## src/rtl/game_sequencer.sv

```systemverilog
// Top-level reversi game FSM: walks the datapath through draw, cursor, validate,
// place/flip/score and turn hand-over, one en/go handshake at a time.
module game_sequencer #(
  parameter int TIMEOUT_W = 20
) (
  input  logic       clk,
  input  logic       resetn,
  input  logic       key_enter,
  input  logic       key_right,
  input  logic       key_left,
  input  logic       key_up,
  input  logic       key_down,
  input  logic       go,
  input  logic       validMove,
  input  logic       hasTurn,
  output logic       writeEn,
  output logic       drawBoardEn,
  output logic       drawInitialPiecesEn,
  output logic       moveHighlightEn,
  output logic       checkIfValidMoveEn,
  output logic       placeEn,
  output logic       flipEn,
  output logic       scoreManagerEn,
  output logic       determineHasTurnEn,
  output logic       TurnManagerEn,
  output logic       clearPiecesEn,
  output logic       determineCurrent,
  output logic       determineOpponent,
  output logic       moveRightEn,
  output logic       moveLeftEn,
  output logic       moveUpEn,
  output logic       moveDownEn,
  output logic       game_over,
  output logic       timeout_err,
  output logic [4:0] state_dbg
);

  typedef enum logic [4:0] {
    RST        = 5'd0,
    DRAW_BOARD = 5'd1,
    DRAW_INIT  = 5'd2,
    DRAW_HL    = 5'd3,
    RELEASE    = 5'd4,
    IDLE       = 5'd5,
    MOVE       = 5'd6,
    MOVE_HL    = 5'd7,
    CHECK      = 5'd8,
    PLACE      = 5'd9,
    FLIP       = 5'd10,
    SCORE      = 5'd11,
    TURN       = 5'd12,
    HAS_CUR    = 5'd13,
    HAS_OPP    = 5'd14,
    PASS_TURN  = 5'd15,
    OVER       = 5'd16,
    CLEAR      = 5'd17
  } stateT;

  // Timeout fires on the cycle whose count would reach all-ones.
  localparam logic [TIMEOUT_W-1:0] WD_LAST = {{(TIMEOUT_W-1){1'b1}}, 1'b0};

  stateT                state, stateNext;
  logic [TIMEOUT_W-1:0] watchdog;
  logic                 keyArmed, keyArmedNext;
  logic                 keyAny, isHandshake, timeoutHit, advance, moveOk, turnOk;
  logic                 dirRight, dirLeft, dirUp, dirDown;

  logic writeEnNxt, drawBoardEnNxt, drawInitialPiecesEnNxt, moveHighlightEnNxt;
  logic checkIfValidMoveEnNxt, placeEnNxt, flipEnNxt, scoreManagerEnNxt;
  logic determineHasTurnEnNxt, turnManagerEnNxt, clearPiecesEnNxt;
  logic determineCurrentNxt, determineOpponentNxt;
  logic moveRightEnNxt, moveLeftEnNxt, moveUpEnNxt, moveDownEnNxt, gameOverNxt;

  assign keyAny      = key_enter | key_right | key_left | key_up | key_down;
  assign isHandshake = state inside {DRAW_BOARD, DRAW_INIT, DRAW_HL, MOVE_HL, CHECK, PLACE,
                                     FLIP, SCORE, TURN, PASS_TURN, HAS_CUR, HAS_OPP, CLEAR};
  assign timeoutHit  = isHandshake && !go && (watchdog == WD_LAST);
  assign advance     = go || timeoutHit;
  assign moveOk      = go && validMove;
  assign turnOk      = go && hasTurn;
  assign dirRight    = key_right;
  assign dirLeft     = !key_right && key_left;
  assign dirUp       = !key_right && !key_left && key_up;
  assign dirDown     = !key_right && !key_left && !key_up && key_down;
  assign state_dbg   = state;

  // State, watchdog, key arming and the registered Moore outputs.
  always_ff @(posedge clk) begin
    if (!resetn) begin
      state               <= RST;
      watchdog            <= '0;
      keyArmed            <= 1'b0;
      timeout_err         <= 1'b0;
      writeEn             <= 1'b0;
      drawBoardEn         <= 1'b0;
      drawInitialPiecesEn <= 1'b0;
      moveHighlightEn     <= 1'b0;
      checkIfValidMoveEn  <= 1'b0;
      placeEn             <= 1'b0;
      flipEn              <= 1'b0;
      scoreManagerEn      <= 1'b0;
      determineHasTurnEn  <= 1'b0;
      TurnManagerEn       <= 1'b0;
      clearPiecesEn       <= 1'b0;
      determineCurrent    <= 1'b0;
      determineOpponent   <= 1'b0;
      moveRightEn         <= 1'b0;
      moveLeftEn          <= 1'b0;
      moveUpEn            <= 1'b0;
      moveDownEn          <= 1'b0;
      game_over           <= 1'b0;
    end else begin
      state               <= stateNext;
      watchdog            <= (advance || !isHandshake) ? '0 : watchdog + 1'b1;
      keyArmed            <= keyArmedNext;
      timeout_err         <= timeout_err | timeoutHit;
      writeEn             <= writeEnNxt;
      drawBoardEn         <= drawBoardEnNxt;
      drawInitialPiecesEn <= drawInitialPiecesEnNxt;
      moveHighlightEn     <= moveHighlightEnNxt;
      checkIfValidMoveEn  <= checkIfValidMoveEnNxt;
      placeEn             <= placeEnNxt;
      flipEn              <= flipEnNxt;
      scoreManagerEn      <= scoreManagerEnNxt;
      determineHasTurnEn  <= determineHasTurnEnNxt;
      TurnManagerEn       <= turnManagerEnNxt;
      clearPiecesEn       <= clearPiecesEnNxt;
      determineCurrent    <= determineCurrentNxt;
      determineOpponent   <= determineOpponentNxt;
      moveRightEn         <= moveRightEnNxt;
      moveLeftEn          <= moveLeftEnNxt;
      moveUpEn            <= moveUpEnNxt;
      moveDownEn          <= moveDownEnNxt;
      game_over           <= gameOverNxt;
    end
  end

  // Next state; a key only acts once it has been seen fully released.
  always_comb begin
    stateNext    = state;
    keyArmedNext = keyArmed;
    case (state)
      RST:        stateNext = DRAW_BOARD;
      DRAW_BOARD: if (advance) stateNext = DRAW_INIT;
      DRAW_INIT:  if (advance) stateNext = DRAW_HL;
      DRAW_HL:    if (advance) stateNext = RELEASE;
      RELEASE: begin
        if (!keyAny) begin
          stateNext    = IDLE;
          keyArmedNext = 1'b1;
        end
      end
      IDLE: begin
        if (keyArmed && keyAny) begin
          keyArmedNext = 1'b0;
          stateNext    = key_enter ? CHECK : MOVE;
        end
      end
      MOVE:       stateNext = MOVE_HL;
      MOVE_HL:    if (advance) stateNext = RELEASE;
      CHECK:      if (advance) stateNext = moveOk ? PLACE : RELEASE;
      PLACE:      if (advance) stateNext = FLIP;
      FLIP:       if (advance) stateNext = SCORE;
      SCORE:      if (advance) stateNext = TURN;
      TURN:       if (advance) stateNext = HAS_CUR;
      HAS_CUR:    if (advance) stateNext = turnOk ? MOVE_HL : HAS_OPP;
      HAS_OPP:    if (advance) stateNext = turnOk ? PASS_TURN : OVER;
      PASS_TURN:  if (advance) stateNext = MOVE_HL;
      OVER: begin
        if (keyArmed && key_enter) begin
          keyArmedNext = 1'b0;
          stateNext    = CLEAR;
        end else if (!keyArmed && !keyAny) begin
          keyArmedNext = 1'b1;
        end
      end
      CLEAR:      if (advance) stateNext = DRAW_INIT;
      default:    stateNext = RST;
    endcase
  end

  // Outputs decoded from the upcoming state so they line up with state_dbg.
  always_comb begin
    writeEnNxt             = 1'b0;
    drawBoardEnNxt         = 1'b0;
    drawInitialPiecesEnNxt = 1'b0;
    moveHighlightEnNxt     = 1'b0;
    checkIfValidMoveEnNxt  = 1'b0;
    placeEnNxt             = 1'b0;
    flipEnNxt              = 1'b0;
    scoreManagerEnNxt      = 1'b0;
    determineHasTurnEnNxt  = 1'b0;
    turnManagerEnNxt       = 1'b0;
    clearPiecesEnNxt       = 1'b0;
    determineCurrentNxt    = 1'b0;
    determineOpponentNxt   = 1'b0;
    moveRightEnNxt         = 1'b0;
    moveLeftEnNxt          = 1'b0;
    moveUpEnNxt            = 1'b0;
    moveDownEnNxt          = 1'b0;
    gameOverNxt            = 1'b0;
    case (stateNext)
      DRAW_BOARD: begin
        drawBoardEnNxt = 1'b1;
        writeEnNxt     = 1'b1;
      end
      DRAW_INIT: begin
        drawInitialPiecesEnNxt = 1'b1;
        writeEnNxt             = 1'b1;
      end
      DRAW_HL, MOVE_HL: begin
        moveHighlightEnNxt = 1'b1;
        writeEnNxt         = 1'b1;
      end
      MOVE: begin
        moveRightEnNxt = dirRight;
        moveLeftEnNxt  = dirLeft;
        moveUpEnNxt    = dirUp;
        moveDownEnNxt  = dirDown;
      end
      CHECK: checkIfValidMoveEnNxt = 1'b1;
      PLACE: begin
        placeEnNxt = 1'b1;
        writeEnNxt = 1'b1;
      end
      FLIP: begin
        flipEnNxt  = 1'b1;
        writeEnNxt = 1'b1;
      end
      SCORE:           scoreManagerEnNxt = 1'b1;
      TURN, PASS_TURN: turnManagerEnNxt  = 1'b1;
      HAS_CUR: begin
        determineHasTurnEnNxt = 1'b1;
        determineCurrentNxt   = 1'b1;
      end
      HAS_OPP: begin
        determineHasTurnEnNxt = 1'b1;
        determineOpponentNxt  = 1'b1;
      end
      OVER: gameOverNxt = 1'b1;
      CLEAR: begin
        clearPiecesEnNxt = 1'b1;
        writeEnNxt       = 1'b1;
      end
      default: ;
    endcase
  end

endmodule

```

## config.mk

```make
export PLATFORM = sky130hd
export DESIGN_NAME = game_sequencer
export DESIGN_NICKNAME = d
export VERILOG_FILES = /design/src/rtl/game_sequencer.sv
export SDC_FILE = /design/constraint.sdc
export NUM_CORES = 1
export LEC_CHECK = 0
export BUFFER_PORTS_ARGS = -buffer_cell sky130_fd_sc_hd__buf_2
export CORE_UTILIZATION = 40
export CTS_BUF_LIST = sky130_fd_sc_hd__clkbuf_16
export DETAILED_ROUTE_END_ITERATION = 6
export PLACE_DENSITY = 0.62
export RECOVER_POWER = 100
export SKIP_CTS_REPAIR_TIMING = 1
export SLEW_MARGIN = 5
export SYNTH_ARGS = -nofsm -noshare
export SYNTH_HDL_FRONTEND = slang
export SYNTH_SLANG_ARGS = --single-unit
```

## constraint.sdc

```tcl
create_clock -name clk -period 3.4 [get_ports clk]
set_input_delay 0.51 -clock clk [delete_from_list [all_inputs] [get_ports clk]]
set_output_delay 0.51 -clock clk [all_outputs]
set_load 0.01 [all_outputs]
```

==> results.tsv <==
stage	metric	value	unit
cells_and_area	finished_layout_cell_area	2514	µm²
routing	routed-via-count	1909	
floorplan	placement_rows	26	
critical_path	path_max_fanout	18	
cells_and_area	filler_cell_count	518	
timing	grt_setup_unrepaired	no	
yosys	synth_top_area_share	41.31	%
floorplan	starting_utilization_of_the_core_area	42.16	%
routing	wire_per_inst	12.65	µm
critical_path	critical_path_cell_sequence	and3b_1 -> or4_1 -> a31oi_1 -> nand2_1 -> a21oi_1 -> and4_1 -> and3b_1	
status	outcome	finished, final reports clean	
hold_path	hold-path-cell-count	2	
clock_network	clock_transition_time_at_the_flip_flop_clock_pins_of_the_worst_setup_and_hold_paths	0.06	ns
clock_network	clock-root-buffer	clkbuf_16	
critical_path	worst_r2r_path_depth	7	
critical_path	worst_ep_required_time	3.63	ns
global_route	antenna_found_initial	0	
routing	postRouteWirelength	4553	µm
yosys	synth_enable_flop_cells	0	
critical_path	timing.critical_path.max_delay_family	simple AND/OR/NAND/NOR gates	
yosys	synthDominantAreaCellType	dfxtp_1	
yosys	syn-cell-area	2181	µm²
cells_and_area	layout_cells_excl_fill	360	
power	vdd_drop_max	0.0002294	V
critical_path	cp-start-kind	register	
routing	drt-initial-drc-count	160	
yosys	synthesized_net_count	269	
floorplan	dieHeight	75.84	µm
floorplan	die_area	5752	µm²
timing	max_slew.worst_pin.slew	0.8505	ns
cells_and_area	number_of_inserted_diodes	0	
critical_path	critical_path.n_buffers_inverters	0	
timing	fin_crit_sh	86.77	%
power	static-leakage-power	0.9262	nW
timing	setup_viol	0	
routing	vias_per_cell	5.303	
hold_path	hp-class	primary input to register	
global_route	grt_overflow_total	0	
cells_and_area	top_register	watchdog	
clock_network	clk-insertion-delay-late	0.28	ns
yosys	synth_top_flop_cell	dfxtp_1	
placement	dpl.hpwl	3293	µm
job	timing.max_cap.violations	0	
critical_path	crit_cells	7	
global_route	grt_start_max_net_pins	22	
critical_path	cp.arrival	3.18	ns
cells_and_area	nNetsFinal	301	
global_route	global_route.usage.total	17.20	%
clock_network	cts_made_buffers	5	
yosys	synth_seq_cells	45	
floorplan	core_area	5172	µm²
critical_path	timing.critical_path.slowest_stage_cell	dfxtp_1	
floorplan	pin_count	34	
clock_network	tritoncts_clock_tree	done	
placement	routabilityCongestion	0.9121	
timing	totalNegativeSetupSlack	0	ns
yosys	async_reset_ff_share	0	%
routing	route.antenna.remaining_nets	0	
cells_and_area	area_growth_syn_to_layout	15.26	%
placement	port-buffer-count	33	
timing	final.setup.worst_slack	0.4499	ns
timing	hold_viol_final	0	
placement	postPlaceCellArea	2407	µm²
timing	fin_crit	2.950	ns
global_route	grt_pass1_wl	7500	µm
yosys	synth_top_cells_by_area	dfxtp_1 41%, nor2_1 6.7%, xor2_1 5.6%	
global_route	via_count_of_the_first_global_routing_pass	1699	
yosys	yosysWarnings	0	
critical_path	timing.critical_path.mode_cell	and3b_1	
placement	placedCellCount	352	
yosys	ys_seq_area_share	41.31	%
timing	worst_clock_skew	0.005106	ns
clock_network	clock_sink_count	45	
critical_path	critical-path-max-stage-delay	0.67	ns
routing	drt_pre_antenna_iters	4	
timing	report.final.slew_viol_count	0	
power	total_power	1.248	mW
critical_path	end_kind	register	
yosys	synth.lib_cells_used.distinct	56	
routing	remaining_drc_errors	0	
placement	pre_cts_slack	0.7744	ns
yosys	post_synth_inst_count	257	
yosys	avgSynthCellArea	8.486	µm²
timing	timing.slew.headroom	43.30	%
timing	clock.fmax	339.0	MHz
cells_and_area	largest_reg_flops	20	
critical_path	timing.setup.critical_path_class	register to register	
clock_network	cts_htree_levels	2	
cells_and_area	final_layout_size_suffix_gt1_share	8.966	%
clock_network	ctsLongestPathBuffers	2	
power	power_per_cell_area	496.4	nW/µm²
floorplan	die_width	75.84	µm
-- synth_stat cells (2+ instances only) --
library cell and n:
a2111oi_0 2, a21boi_0 2, a21o_1 3, a21oi_1 5
a31o_2 2, a31oi_1 2, and2_1 3, and3_1 7
and3b_1 2, and4_1 4, buf_2 3, clkbuf_1 7
dfxtp_1 45, ha_1 2, inv_1 8, nand2_1 22
nand2b_1 3, nand3_1 11, nand3b_1 2, nand4_1 8
nor2_1 39, nor2b_1 6, nor3_1 10, nor4_1 3
nor4b_1 3, o211ai_1 3, o21ai_0 4, o221ai_1 2
xnor2_1 4, xor2_1 14
-- cells in the final DEF (no fill, tap or decap), types with 10 or more instances in the layout --
cell type and instances:
buf_2 10, clkbuf_1 25, dfxtp_1 45, nand2_1 22
nand3_1 11, nor2_1 39, nor3_1 11, xor2_1 14
-- worst paths after layout --
path	start	end	slack [ns]
hold reg to reg	watchdog[0]	watchdog[0]	0.48
setup reg to reg	state_dbg[4]	moveLeftEn	0.45
setup / recovery	state_dbg[4]	moveLeftEn	0.45
hold / removal	key_down	moveDownEn	0.47
-- through the flow --
stage          hold WS, ns  utilization [%]
5_1_grt             0.4692            48.60
3_3_place_gp        0.4589            46.54
6_report            0.4701            48.60
2_1_floorplan       0.4409                -
4_1_cts             0.4611            49.85
3_5_place_dp        0.4684            46.54
-- worst register-to-register path: cells and delay by family (launching register included) --
family / cells / cell delay [ns]
simple gates: 5 / 1.44
compound gates: 2 / 0.79
flops: 1 / 0.67
-- cells by family after synthesis --
group                      share of synthesized area, %
xor gates and xnor gates                          7.229
adders and majority gates                         1.147
muxes                                            0.5163
DFF                                               41.31
buffers and inverters                             3.270
and+or+nand+nor                                   32.99
AOI/OAI and AO/OA                                 13.54
-- cell type report --
class	instances	area (µm²)	share of cell area [%]
timing repair buffer	35	143.9	5.724
tap	70	87.58	3.484
inverter	8	30.03	1.195
clock buffer	5	125.1	4.978
sequential	45	900.9	35.84
clock inverter	3	46.29	1.842
multi-input combinational	194	1180	46.94
-- report_power, final --
| group | internal (mW) | switching (mW) |
|---|---|---|
| Combinational | 0.0550 | 0.0950 |
| Sequential | 0.538 | 0.0112 |
| Clock | 0.347 | 0.201 |
-- layer usage --
metal	share of wire, %	up-vias	global-route usage [%]
met5	0	-	0
met4	1.6	0	8.230
met3	4.7	10	3.968
met2	46	49	28.42
met1	47	869	21.10
li1	-	981	-
No activity file was read; power rests on OpenSTA's default activity.
